`config.mk`:
```
export PLATFORM = sky130hd
export DESIGN_NAME = wb_sim_ctrl
export DESIGN_NICKNAME = d
export VERILOG_FILES = /design/src/rtl/wb_sim_ctrl.sv
export SDC_FILE = /design/constraint.sdc
export NUM_CORES = 1
export LEC_CHECK = 0
export ABC_AREA = 1
export BUFFER_PORTS_ARGS = -buffer_cell sky130_fd_sc_hd__buf_2
export CORE_MARGIN = 3
export CORE_UTILIZATION = 45
export CTS_CLUSTER_DIAMETER = 120
export CTS_CLUSTER_SIZE = 12
export DETAILED_ROUTE_END_ITERATION = 12
export MAX_ROUTING_LAYER = met4
export PLACE_DENSITY = 0.73
export SYNTH_ARGS = -nofsm -noshare
export SYNTH_HDL_FRONTEND = slang
export SYNTH_SLANG_ARGS = --single-unit
```
`constraint.sdc`:
```
create_clock -name clock -period 2.7 [get_ports clock]
set_input_delay 0.81 -clock clock [delete_from_list [all_inputs] [get_ports clock]]
set_output_delay 0.81 -clock clock [all_outputs]
set_load 0.01 [all_outputs]
```
`src/rtl/wb_sim_ctrl.sv`:
```
// Wishbone run controller: staggered channel resets, cycle counter, exit mailbox; single-cycle ack one edge after request,
// every other cycle under back-to-back strobes. Optional watchdog enabled by defining SIM_CTRL_WDOG_EN.
module wb_sim_ctrl #(
  parameter int          NCH         = 2,
  parameter int          RST_HOLD    = 16,
  parameter int          RST_STAGGER = 4,
  parameter logic [31:0] WDOG_INIT   = 32'd0
) (
  input  logic           clock,
  input  logic           reset,
  input  logic [3:0]     wb_adr_i,
  input  logic [31:0]    wb_dat_i,
  output logic [31:0]    wb_dat_o,
  input  logic [3:0]     wb_sel_i,
  input  logic           wb_we_i,
  input  logic           wb_cyc_i,
  input  logic           wb_stb_i,
  output logic           wb_ack_o,
  output logic [NCH-1:0] rst_out,
  output logic           done,
  output logic [30:0]    exit_code,
  output logic           timeout
);

  typedef enum logic [1:0] {HOLD, STAGGER, RUN, FINISHED} state_t;

  localparam logic [31:0] FIRST_REL = 32'(RST_HOLD);
  localparam logic [31:0] LAST_REL  = 32'(RST_HOLD + (NCH - 1) * RST_STAGGER);

  localparam logic [1:0] A_CTRL  = 2'd0;
  localparam logic [1:0] A_EXIT  = 2'd1;
  localparam logic [1:0] A_CYCLE = 2'd2;
  localparam logic [1:0] A_WDOG  = 2'd3;

  state_t          state;
  logic [31:0]     cycle;
  logic [NCH-1:0]  ctrl;
  logic [NCH-1:0]  ctrl_nxt;
  logic [31:0]     wdog;
  logic [31:0]     rdata;
  logic            expire;

  wire        unused_ok = ^{wb_sel_i, wb_adr_i[1:0]};
  wire [1:0]  sel       = wb_adr_i[3:2];
  wire        req       = wb_cyc_i & wb_stb_i & ~wb_ack_o;
  wire        wr        = req & wb_we_i & (state != FINISHED);
  wire        ctrl_wr   = wr & (sel == A_CTRL);
  wire        exit_wr   = wr & (sel == A_EXIT) & wb_dat_i[0];
  wire        wdog_wr   = wr & (sel == A_WDOG);

  always_comb begin
    ctrl_nxt = ctrl;
    if (ctrl_wr) ctrl_nxt = wb_dat_i[NCH-1:0];
  end

  always_comb begin
    rdata = '0;
    case (sel)
      A_CTRL:  rdata[NCH-1:0] = ctrl;
      A_EXIT:  rdata = {exit_code, done};
      A_CYCLE: rdata = cycle;
      default: rdata = wdog;
    endcase
  end

`ifdef SIM_CTRL_WDOG_EN
  // A reload or a winning EXIT write in the same cycle suppresses expiry.
  assign expire = (state == RUN) && (wdog == 32'd1) && !wdog_wr && !exit_wr;

  always_ff @(posedge clock) begin
    if (reset) begin
      wdog    <= WDOG_INIT;
      timeout <= 1'b0;
    end else begin
      if (wdog_wr)
        wdog <= wb_dat_i;
      else if (state == RUN && wdog != 32'd0 && !exit_wr)
        wdog <= wdog - 32'd1;
      if (expire) timeout <= 1'b1;
    end
  end
`else
  assign expire  = 1'b0;
  assign wdog    = 32'd0;
  assign timeout = 1'b0;
`endif

  always_ff @(posedge clock) begin
    if (reset) begin
      wb_ack_o  <= 1'b0;
      wb_dat_o  <= '0;
      rst_out   <= '1;
      done      <= 1'b0;
      exit_code <= '0;
      cycle     <= '0;
      ctrl      <= '0;
      state     <= HOLD;
    end else begin
      wb_ack_o <= req;
      wb_dat_o <= (req && !wb_we_i) ? rdata : 32'd0;
      if (state != FINISHED && cycle != 32'hFFFF_FFFF) cycle <= cycle + 32'd1;
      if (ctrl_wr) ctrl <= ctrl_nxt;

      if (exit_wr) begin
        done      <= 1'b1;
        exit_code <= wb_dat_i[31:1];
        state     <= FINISHED;
      end else if (expire) begin
        done      <= 1'b1;
        exit_code <= '1;
        state     <= FINISHED;
      end else begin
        case (state)
          HOLD, STAGGER: begin
            for (int i = 0; i < NCH; i++)
              rst_out[i] <= (cycle < 32'(RST_HOLD + i * RST_STAGGER));
            // Soft resets written during the release sequence take effect on RUN entry.
            if (cycle >= LAST_REL) begin
              state   <= RUN;
              rst_out <= ctrl_nxt;
            end else if (cycle >= FIRST_REL) begin
              state <= STAGGER;
            end
          end
          RUN:     rst_out <= ctrl_nxt;
          default: ;
        endcase
      end
    end
  end

endmodule

```
==> results of run 1 <==
[layout make-up]
type	instances	area share [%]
Multi-Input combinational cell	546	43.77
Sequential cell	103	35.96
Timing Repair Buffer	115	10.47
Inverter	44	2.967
Tap cell	136	2.967
Clock buffer	9	2.160
Clock inverter	7	1.702
[layer usage]
metal | part of all wire (%) | global-route usage, %
met5 | 0 | -
met4 | 1.2 | 5.665
met3 | 5.8 | 3.985
met2 | 47 | 35.07
met1 | 46 | 27.41
[registers in the layout, summed over array words and instances, names as in the netlist]
register	cells
cycle	32
wb_dat_o	32
exit_code	31
ctrl	2
rst_out	2
state	2
done	1
wb_ack_o	1
[worst max-delay path by stage]
stage / endpoint / slack [ns] / depth (start not counted) / start
2_1_floorplan: state[0] / 0.83 / 8 / wb_adr_i[3]
3_3_place_gp: exit_code[30] / 0.57 / 8 / wb_cyc_i
3_5_place_dp: exit_code[29] / 0.54 / 8 / wb_cyc_i
4_1_cts: cycle[21] / 0.65 / 10 / cycle[1]
5_1_grt: cycle[23] / 0.50 / 10 / cycle[0]
6_report: cycle[21] / 0.62 / 10 / cycle[0]
[cells in the final DEF, fill, tap and decap left out, drive strengths merged]
cell type	count
clkinv	2
xnor2	3
a31oi	1
o21a	1
a22o	2
bufinv	1
nand3	26
ha	6
nor2	86
o21ai	7
nand2	299
nand3b	2
dfxtp	103
nor3	6
or2	1
nand4	4
clkbuf	9
a21oi	91
xor2	10
conb	1
inv	48
buf	115
[cell families (layout without fill, tap and decap cells)]
family                     Yosys count  count (layout)
adders and majority gates            6               6
other                                1               1
AOI/OAI and AO/OA                  102             102
and+or+nand+nor                    424             424
DFF                                103             103
xor gates and xnor gates            13              13
buffers and inverters               78             175
[through the flow]
step	instances	instance area, um^2
floorplan	727	4941
global placement	944	5513
detailed placement	944	5513
CTS	960	5734
global route	960	5734
finish	960	5734
[power breakdown]
part | internal, mW | leakage (nW) | switching, mW
logic | 0.0421 | 1.39 | 0.0721
registers | 1.53 | 0.830 | 0.0124
clock network | 0.458 | 0.111 | 0.604
total | 2.03 | 2.33 | 0.688
[critical path: stages (launching register included)]
cell and delay (ns):
dfxtp_1 0.49, ha_1 0.27, inv_1 0.10, nor2_4 0.21, nand2_4 0.09, nor2_4 0.18, nand2_4 0.11, nand2_8 0.19
inv_6 0.14, nand2_1 0.11, a21oi_2 0.05
==> results.sh, run 1 <==
export IMPL_holdBufCountCts=0
export IMPL_synth_edff_count=0
export IMPL_std_cell_rows=37
export IMPL_timing_final_crit_share_pct=76.99
export IMPL_grt_use_total_pct=21.46
export IMPL_syn_area_per_cell_um2=6.796
export IMPL_cts_tree="yes"
export IMPL_grt_ovfl_total=0
export IMPL_min_to="wb_dat_o[21]"
export IMPL_fp_dieW_um=110.8
export IMPL_r2r_start="cycle[0]"
export IMPL_grt_pass1_vias=4452
export IMPL_clockBufferDepth=2
export IMPL_startpoint_type="register"
export IMPL_ioPinCount=113
export IMPL_drv_slew=0
export IMPL_area_growth_pct=16.05
export IMPL_synth_simple_area_share_pct=35.12
export IMPL_synth_seq_cells=103
export IMPL_run_status="completed"
export IMPL_holdPathStages=2
export IMPL_nFillCells=1030
export IMPL_ctsResizeCount=0
export IMPL_pre_cts_ws_ns=0.5406
export IMPL_reg2reg_setup_slack_ns=0.62
export IMPL_synth_cell_type_count=33
export IMPL_multiInputGateArea_um2=2510
export IMPL_synth_xor_area_share_pct=2.304
export IMPL_rsz0062_at_grt="no"
export IMPL_synth_fa_ha_area_share_pct=1.519
export IMPL_holdCritStartpoint="exit_code[20]"
export IMPL_drt_iter0_markers=309
export IMPL_grt_max_degree=34
export IMPL_holdWs_ns=0.4762
export IMPL_antennaDiodeCount=0
export IMPL_finalPower_mw=2.716
export IMPL_dp_hpwl_mm=9.354
export IMPL_leakage_nw=2.328
export IMPL_ant_nets=0
export IMPL_final_util_pct=54.57
export IMPL_dr_pass1_iters=5
export IMPL_syn_nets=778
export IMPL_cts_setup_buffers=0
export IMPL_port_buffers=105
export IMPL_drive_above_1_share_pct=20.27
export IMPL_core_um2=10510
export IMPL_ff_latch_area_um2=2062
export IMPL_ys_top_cells_by_area="dfxtp_1 42%, nand2_1 22%, a21oi_1 7.6%"
export IMPL_critPathCaptureType="register"
export IMPL_grt_pass1_wl_mm=21.53
export IMPL_arrival_ns=2.33
export IMPL_maxCapViolCount=0
export IMPL_die_y_um=110.8
export IMPL_layout_setup_ws_ns=0.6214
export IMPL_cp_required_ns=2.95
export IMPL_synth_compound_area_share_pct=11.78
export IMPL_via_per_inst=4.975
export IMPL_insertion_delay_ns=0.38
export IMPL_r2r_end="cycle[21]"
export IMPL_die_area_um2=12270
export IMPL_hold_violations=0
export IMPL_synthMuxAreaShare_pct=0
export IMPL_htree_num_levels=3
export IMPL_finalSetupTns_ns=0
export IMPL_seq_area_frac_synth_pct=41.73
export IMPL_syn_cell_area_um2=4941
export IMPL_antenna_found_initial=0
export IMPL_critical_path_max_fanout=27
export IMPL_netlist_instances=727
export IMPL_min_period_ns=2.079
export IMPL_async_reset_ff_share_pct=0
export IMPL_drc=0
export IMPL_wire_per_inst_um=13.33
export IMPL_wl_mm=12.80
export IMPL_cts_buffers=9
export IMPL_clock_sinks=103
export IMPL_clock_fmax_ghz=0.4811
export IMPL_gp_routability_congestion=0.9210
export IMPL_clk_pin_slew_worst_paths_ns=0.11
export IMPL_yosysMostFrequentCell="nand2_1"
export IMPL_setup_viol=0
export IMPL_synth_top_family_by_area="simple AND/OR/NAND/NOR gates"
export IMPL_root_buffer="clkbuf_8"
export IMPL_path_class="reg2reg"
export IMPL_peakVddDrop_mv=0.2524
export IMPL_netlist_top_cells_count="288 x nand2_1, 103 x dfxtp_1, 81 x nor2_1, 75 x a21oi_1, 42 x inv_1"
export IMPL_start_util_pct=47.02
export IMPL_nets=870
export IMPL_synth_area_leader_cell="dfxtp_1"
export IMPL_power_density_nw_per_um2=473.7
export IMPL_worstRegToRegCells=10
export IMPL_dr_total_vias=4776
export IMPL_synth_top_cell_area_share_pct=41.73
export IMPL_holdCritPathClass="reg2reg"
export IMPL_ys_warn_count=0
export IMPL_clock_skew_ns=0.01501
export IMPL_yosys_most_used_dff="dfxtp_1"
Note: power is estimated with default switching activity, not from simulation.
==> run 2: changes to the inputs <==
--- a/config.mk
+++ b/config.mk
@@ -5,7 +5,7 @@
 export SDC_FILE = /design/constraint.sdc
 export NUM_CORES = 1
 export LEC_CHECK = 0
-export ABC_AREA = 1
+export ABC_AREA = 0
 export BUFFER_PORTS_ARGS = -buffer_cell sky130_fd_sc_hd__buf_2
 export CORE_MARGIN = 3
 export CORE_UTILIZATION = 45
@@ -13,7 +13,7 @@
 export CTS_CLUSTER_SIZE = 12
 export DETAILED_ROUTE_END_ITERATION = 12
 export MAX_ROUTING_LAYER = met4
-export PLACE_DENSITY = 0.73
+export PLACE_DENSITY = 0.78
 export SYNTH_ARGS = -nofsm -noshare
 export SYNTH_HDL_FRONTEND = slang
 export SYNTH_SLANG_ARGS = --single-unit
==> constraint.sdc (replaced) <==
create_clock -name clock -period 1.8 [get_ports clock]
set_input_delay 0.54 -clock clock [delete_from_list [all_inputs] [get_ports clock]]
set_output_delay 0.54 -clock clock [all_outputs]
set_load 0.01 [all_outputs]
==> run 2 against run 1 <==
Net effect: the run now ends with setup timing left; total power increased by 45%; combinational power up 91%; synthesized cell count down 32%; first-iteration DRC count down 45%; sequential share of layout area is 0.61 points lower; non-clock buffer count is 72 higher; count of clock-buffer cells in the layout increased by 2; critical path type unchanged; critical endpoint is now cycle[1]; largest cell class unchanged.
==> results.sh, run 2 <==
export IMPL_run_status="finished with violations"
export IMPL_violations="setup timing"
export IMPL_synth_top_cell_area_share_pct=48.34
export IMPL_std_cell_rows=34
export IMPL_cts_tree="yes"
export IMPL_clock_sinks=103
export IMPL_clock_fmax_ghz=0.5121
export IMPL_netlist_instances=494
export IMPL_htree_num_levels=3
export IMPL_dr_total_vias=4240
export IMPL_leakage_nw=2.417
export IMPL_yosysMostFrequentCell="dfxtp_1"
export IMPL_drc=0
export IMPL_grt_max_degree=33
export IMPL_power_density_nw_per_um2=670.1
export IMPL_clockBufferDepth=2
export IMPL_setup_viol=22
export IMPL_cts_buffers=9
export IMPL_antennaDiodeCount=0
export IMPL_grt_pass1_vias=4010
export IMPL_maxCapViolCount=0
export IMPL_path_delay_family="simple AND/OR/NAND/NOR gates"
export IMPL_grt_ovfl_total=0
export IMPL_path_class="reg2reg"
export IMPL_wl_mm=11.66
export IMPL_wire_per_inst_um=14.72
export IMPL_drive_above_1_share_pct=38.59
export IMPL_final_common_cell="buf_2"
export IMPL_arrival_ns=2.20
export IMPL_min_period_ns=1.953
export IMPL_synth_edff_count=0
export IMPL_syn_area_per_cell_um2=8.634
export IMPL_core_um2=8976
export IMPL_layout_setup_ws_ns=-0.1527
export IMPL_synth_seq_cells=103
export IMPL_startpoint_type="register"
export IMPL_pre_cts_ws_ns=-0.1731
export IMPL_nFillCells=728
export IMPL_finalSetupTns_ns=-1.420
export IMPL_ioPinCount=113
export IMPL_path_cells="nand3_2 -> or4_4 -> buf_6 -> o31ai_4 -> buf_12 -> mux2i_2 -> nor2_1"
export IMPL_clock_skew_ns=0.007424
export IMPL_dr_pass1_iters=4
export IMPL_ant_nets=0
export IMPL_ys_top_cells_by_area="dfxtp_1 48%, nand2_1 6.9%, a21oi_1 5.6%"
export IMPL_insertion_delay_ns=0.36
export IMPL_start_util_pct=47.52
export IMPL_yosys_most_used_dff="dfxtp_1"
export IMPL_async_reset_ff_share_pct=0
export IMPL_via_per_inst=5.354
export IMPL_drt_iter0_markers=171
export IMPL_ys_warn_count=0
export IMPL_peakVddDrop_mv=0.4444
export IMPL_critPathBufInv=2
export IMPL_gp_routability_congestion=0.8753
export IMPL_max_stage_delay_ns=0.52
export IMPL_hold_violations=0
export IMPL_finalPower_mw=3.940
export IMPL_die_y_um=103.4
export IMPL_dp_hpwl_mm=8.444
export IMPL_port_buffers=105
export IMPL_cp_slowest_cell="or4_4"
export IMPL_area_growth_pct=37.84
export IMPL_largestRegisters="cycle x32, wb_dat_o x32, exit_code x31"
export IMPL_seq_area_frac_synth_pct=48.34
export IMPL_timing_final_crit_share_pct=108.5
export IMPL_syn_cell_area_um2=4265
export IMPL_antenna_found_initial=0
export IMPL_root_buffer="clkbuf_8"
export IMPL_placed_cells=770
export IMPL_nets=712
export IMPL_cp_required_ns=2.05
export IMPL_die_area_um2=10680
export IMPL_synth_cell_type_count=51
export IMPL_finalNonFillerCells=792
export IMPL_grt_pass1_wl_mm=18.41
export IMPL_clk_pin_slew_worst_paths_ns=0.09
export IMPL_holdCritPathClass="in2reg"
export IMPL_critPathCaptureType="register"
export IMPL_fp_dieW_um=103.4
export IMPL_critical_path_max_fanout=12
export IMPL_synth_area_leader_cell="dfxtp_1"
export IMPL_netlist_top_cells_count="103 x dfxtp_1, 78 x nand2_1, 53 x nor2_1, 48 x a21oi_1, 30 x a22oi_1"
export IMPL_drv_slew=0
export IMPL_syn_nets=545
export IMPL_final_cell_mix="105 x buf_2, 92 x dfxtp_1, 78 x nand2_1"
export IMPL_holdBufCountCts=0
export IMPL_grt_use_total_pct=22.18
export IMPL_rsz0062_at_grt="yes"
-- run 2: changes by cell type in the layout (fill, tap and decap cells not counted), moves of 9 or more --
| cell | delta |
|---|---|
| nand2_1 | -210 |
| buf_4 | +60 |
| inv_1 | -31 |
| a21oi_1 | -30 |
| a22oi_1 | +30 |
| nor2_1 | -28 |
| nand3_1 | -19 |
| dfxtp_1 | -11 |
| dfxtp_2 | +10 |
| buf_6 | +9 |
| o21ai_1 | +9 |
-- run 2: worst paths after layout --
path                startpoint      endpoint  slack, ns  cells past startpoint
hold / removal     wb_dat_i[3]  exit_code[2]       0.40                      3
setup reg to reg     cycle[21]      cycle[1]      -0.15                      7
setup / recovery     cycle[21]      cycle[1]      -0.15                      7
hold reg to reg   exit_code[5]  exit_code[5]       0.48                      2
-- run 2: worst register-to-register path, delay by kind of cell, from the launching register on --
kind	cells	cell delay, ns
buf+inv	2	0.34
compound gates	1	0.22
flops	1	0.36
simple gates	3	0.73
mux	1	0.20
-- run 2: per-layer routing --
metal,vias to the layer above,wire (um),global-route usage [%]
met5,-,0,-
li1,2077,-,-
met1,2025,4873,25.77
met3,22,602,4.628
met2,116,6001,38.19
met4,0,179,7.171
-- run 2: per-stage QoR --
stage / hold WS (ns) / utilization (%) / area (um^2)
after floorplan: 0.4655 / - / 4330
after global placement: 0.4560 / 60.94 / 5470
after detailed placement: 0.4627 / 60.94 / 5470
after CTS: 0.3962 / 64.11 / 5754
after global routing: 0.3886 / 65.50 / 5879
final: 0.4046 / 65.50 / 5879
-- run 2: power breakdown --
group          total, mW  internal, mW  switching [mW]  leakage (nW)
registers           2.30          2.29          0.0123         0.836
clock network       1.42         0.645           0.776        0.0895
logic              0.218        0.0973           0.121          1.49
total               3.94          3.03           0.908          2.42
-- run 2: cell families after synthesis --
| logic type | count (synthesis) | share of synthesized area (%) |
|---|---|---|
| multiplexers | 5 | 1.261 |
| AND/OR/NAND/NOR | 209 | 24.14 |
| flip-flops | 103 | 48.34 |
| adder cells (fa/ha/maj) | 6 | 1.760 |
| AO/OA/AOI/OAI | 121 | 18.72 |
| XOR/XNOR | 7 | 1.437 |
| buffers and inverters | 42 | 4.253 |
| other | 1 | 0.08792 |
-- run 2: final cells by class --
cell class / count / area (um^2) / share of cell area, %
Sequential cell: 103 / 2078 / 35.35
Timing Repair Buffer: 187 / 1212 / 20.62
Clock buffer: 11 / 131.4 / 2.235
Inverter: 11 / 41.29 / 0.7023
Tap cell: 126 / 157.7 / 2.681
Multi-Input combinational cell: 349 / 2200 / 37.41
Clock inverter: 5 / 58.81 / 1.000
-- run 2: timing repair --
action | in CTS | in global routing
gates resized for setup | 19 | 26
setup endpoints to repair | 23 | 34
pin swaps | 20 | 18
buffers inserted | 2 | 5
==> run 3: changes to the inputs <==
--- a/config.mk
+++ b/config.mk
@@ -12,8 +12,11 @@
 export CTS_CLUSTER_DIAMETER = 120
 export CTS_CLUSTER_SIZE = 12
 export DETAILED_ROUTE_END_ITERATION = 12
+export GPL_TIMING_DRIVEN = 0
 export MAX_ROUTING_LAYER = met4
 export PLACE_DENSITY = 0.78
+export SETUP_SLACK_MARGIN = 0.2
+export SKIP_LAST_GASP = 1
 export SYNTH_ARGS = -nofsm -noshare
 export SYNTH_HDL_FRONTEND = slang
 export SYNTH_SLANG_ARGS = --single-unit
==> run 3 against run 2 <==
Net effect: global-route usage increased by 2.2 points; sequential share of layout area increased by 0.90 points; sequential cell count unchanged; utilization increased by 0.098 points; register-to-register slack got worse by 0.07 ns; critical path type unchanged; largest power group unchanged; highest routed layer unchanged; sequential power about the same; combinational power about the same; the flow still finishes with violations (setup timing); count of clock-buffer cells in the layout increased by 1; largest cell class unchanged; critical endpoint is now cycle[7]; cell area increased by 0.15%.
==> results.sh, run 3 (synthesis gave the netlist of run 2 again) <==
export IMPL_htree_num_levels=3
export IMPL_insertion_delay_ns=0.37
export IMPL_leakage_nw=2.371
export IMPL_power_density_nw_per_um2=656.5
export IMPL_setup_viol=25
export IMPL_clock_skew_ns=0.008086
export IMPL_violations="setup timing"
export IMPL_path_class="reg2reg"
export IMPL_cp_slowest_cell="or4_4"
export IMPL_arrival_ns=2.28
export IMPL_intPower_mw=2.942
export IMPL_path_delay_family="simple AND/OR/NAND/NOR gates"
export IMPL_nets=699
export IMPL_critPathCaptureType="register"
export IMPL_std_cell_rows=34
export IMPL_run_status="finished with violations"
export IMPL_dp_hpwl_mm=8.516
export IMPL_hold_violations=0
export IMPL_p_clk_share_pct=35.2
export IMPL_critPathBufInv=1
export IMPL_grt_use_total_pct=24.43
export IMPL_wire_per_inst_um=16.18
export IMPL_p_comb_share_pct=5.7
export IMPL_clk_pin_slew_worst_paths_ns=0.09
export IMPL_min_period_ns=2.019
export IMPL_drc=0
export IMPL_die_area_um2=10680
export IMPL_max_stage_delay_ns=0.51
export IMPL_cts_buffers=9
export IMPL_clock_sinks=103
export IMPL_gp_routability_congestion=0.8473
export IMPL_antennaDiodeCount=0
export IMPL_ant_nets=0
export IMPL_holdCritStartpoint="wb_dat_i[14]"
export IMPL_grt_ovfl_total=0
export IMPL_rsz0062_at_grt="yes"
export IMPL_dr_pass1_iters=6
export IMPL_cp_required_ns=2.06
export IMPL_design_area_um2=5888
export IMPL_p_sw_share_pct=23.89
export IMPL_layout_setup_ws_ns=-0.2194
export IMPL_port_buffers=105
export IMPL_crit_start="cycle[11]"
export IMPL_clockBufferDepth=2
export IMPL_finalSetupTns_ns=-3.256
export IMPL_wl_mm=12.60
export IMPL_grt_max_degree=17
export IMPL_antenna_found_initial=0
export IMPL_critical_path_max_fanout=5
export IMPL_final_cell_mix="104 x buf_2, 79 x dfxtp_1, 75 x nand2_1"
export IMPL_dr_total_vias=4284
export IMPL_root_buffer="clkbuf_8"
export IMPL_seqPwrFrac_pct=59.1
export IMPL_grt_pass1_vias=4163
export IMPL_clock_fmax_ghz=0.4952
export IMPL_final_common_cell="buf_2"
export IMPL_worst_pin_slew_ns=0.5551
export IMPL_start_util_pct=47.52
export IMPL_drive_above_1_share_pct=39.20
export IMPL_die_y_um=103.4
export IMPL_maxCapViolCount=0
export IMPL_holdCritPathClass="in2reg"
export IMPL_r2r_start="cycle[11]"
export IMPL_drv_slew=0
export IMPL_cts_tree="yes"
export IMPL_core_um2=8976
export IMPL_area_growth_pct=38.05
export IMPL_grt_pass1_wl_mm=19.83
export IMPL_place_area_um2=5132
export IMPL_largestRegisters="cycle x32, wb_dat_o x32, exit_code x31"
export IMPL_timing_final_crit_share_pct=112.2
export IMPL_via_per_inst=5.499
export IMPL_drt_iter0_markers=221
export IMPL_path_cells="nand4_4 -> or4_4 -> buf_6 -> o31a_1 -> nand4_1 -> mux2_4"
export IMPL_startpoint_type="register"
export IMPL_fp_dieW_um=103.4
export IMPL_ioPinCount=113
export IMPL_relSlewSlack_pct=62.99
export IMPL_peakVddDrop_mv=0.3655
export IMPL_p_sw_mw=0.9233
-- run 3: changes by cell type in the layout (fill, tap and decap cells not counted), moves of 6 or more --
cell / change
clkbuf_1: +8
dfxtp_1: -13
clkbuf_2: +9
clkbuf_8: +6
dfxtp_4: +16
buf_4: -37
-- run 3: layout make-up --
class,instances,area (um^2)
timing repair buffer,143,835.8
sequential,103,2135
inverter,11,53.80
clock inverter,4,30.03
fill,718,3088
tap,126,157.7
multi-input combinational,349,2275
buffer,31,246.5
clock buffer,12,155.1
-- run 3: worst register-to-register path, stage by stage (launching register included) --
cell and delay [ns]:
dfxtp_4 0.37, nand4_4 0.13, or4_4 0.51, buf_6 0.16, o31a_1 0.32, nand4_1 0.12, mux2_4 0.31
-- run 3: power groups by stage --
stage          combinational, mW  clock, mW  sequential (mW)
2_1_floorplan             0.0995          0             2.36
3_5_place_dp               0.193          0             2.36
3_3_place_gp               0.185          0             2.36
6_report                   0.219       1.36             2.28
4_1_cts                    0.214       1.38             2.29
5_1_grt                    0.240       1.47             2.29
-- run 3: timing repair --
item	4_1_cts	5_1_grt
gates resized for setup	53	42
cloned	2	0
pin swaps	23	16
endpoints found under the hold margin	0	0
hold buffers	0	0
buffers inserted	27	9
setup endpoints to repair	67	78
-- run 3: stage by stage --
stage               setup slack [ns]  hold WS, ns  utilization [%]  power, mW  std cells
global route                 -0.2755       0.3902            65.60      3.996        779
CTS                          -0.1965       0.3867            63.73      3.888        770
floorplan                    -0.1773       0.4655                -      2.457        494
global placement             -0.4642       0.4514            57.18      2.543        725
detailed placement           -0.4989       0.4644            57.18      2.553        725
finish                       -0.2194       0.4010            65.60      3.865        779
-- run 3: metal layers --
metal  share of wire [%]  global-route usage [%]  wire length (um)
met2                  51                   41.18              6423
met4                 3.1                   11.45               386
met5                   0                       -                 0
met3                 5.6                   3.957               706
met1                  40                   28.35              5087
-- run 3: final timing paths --
check | end | slack (ns) | depth (start not counted)
worst max-delay path | cycle[7] | -0.22 | 6
worst min-delay path | exit_code[13] | 0.40 | 3
worst max register to register | cycle[7] | -0.22 | 6
worst min register to register | exit_code[13] | 0.48 | 2
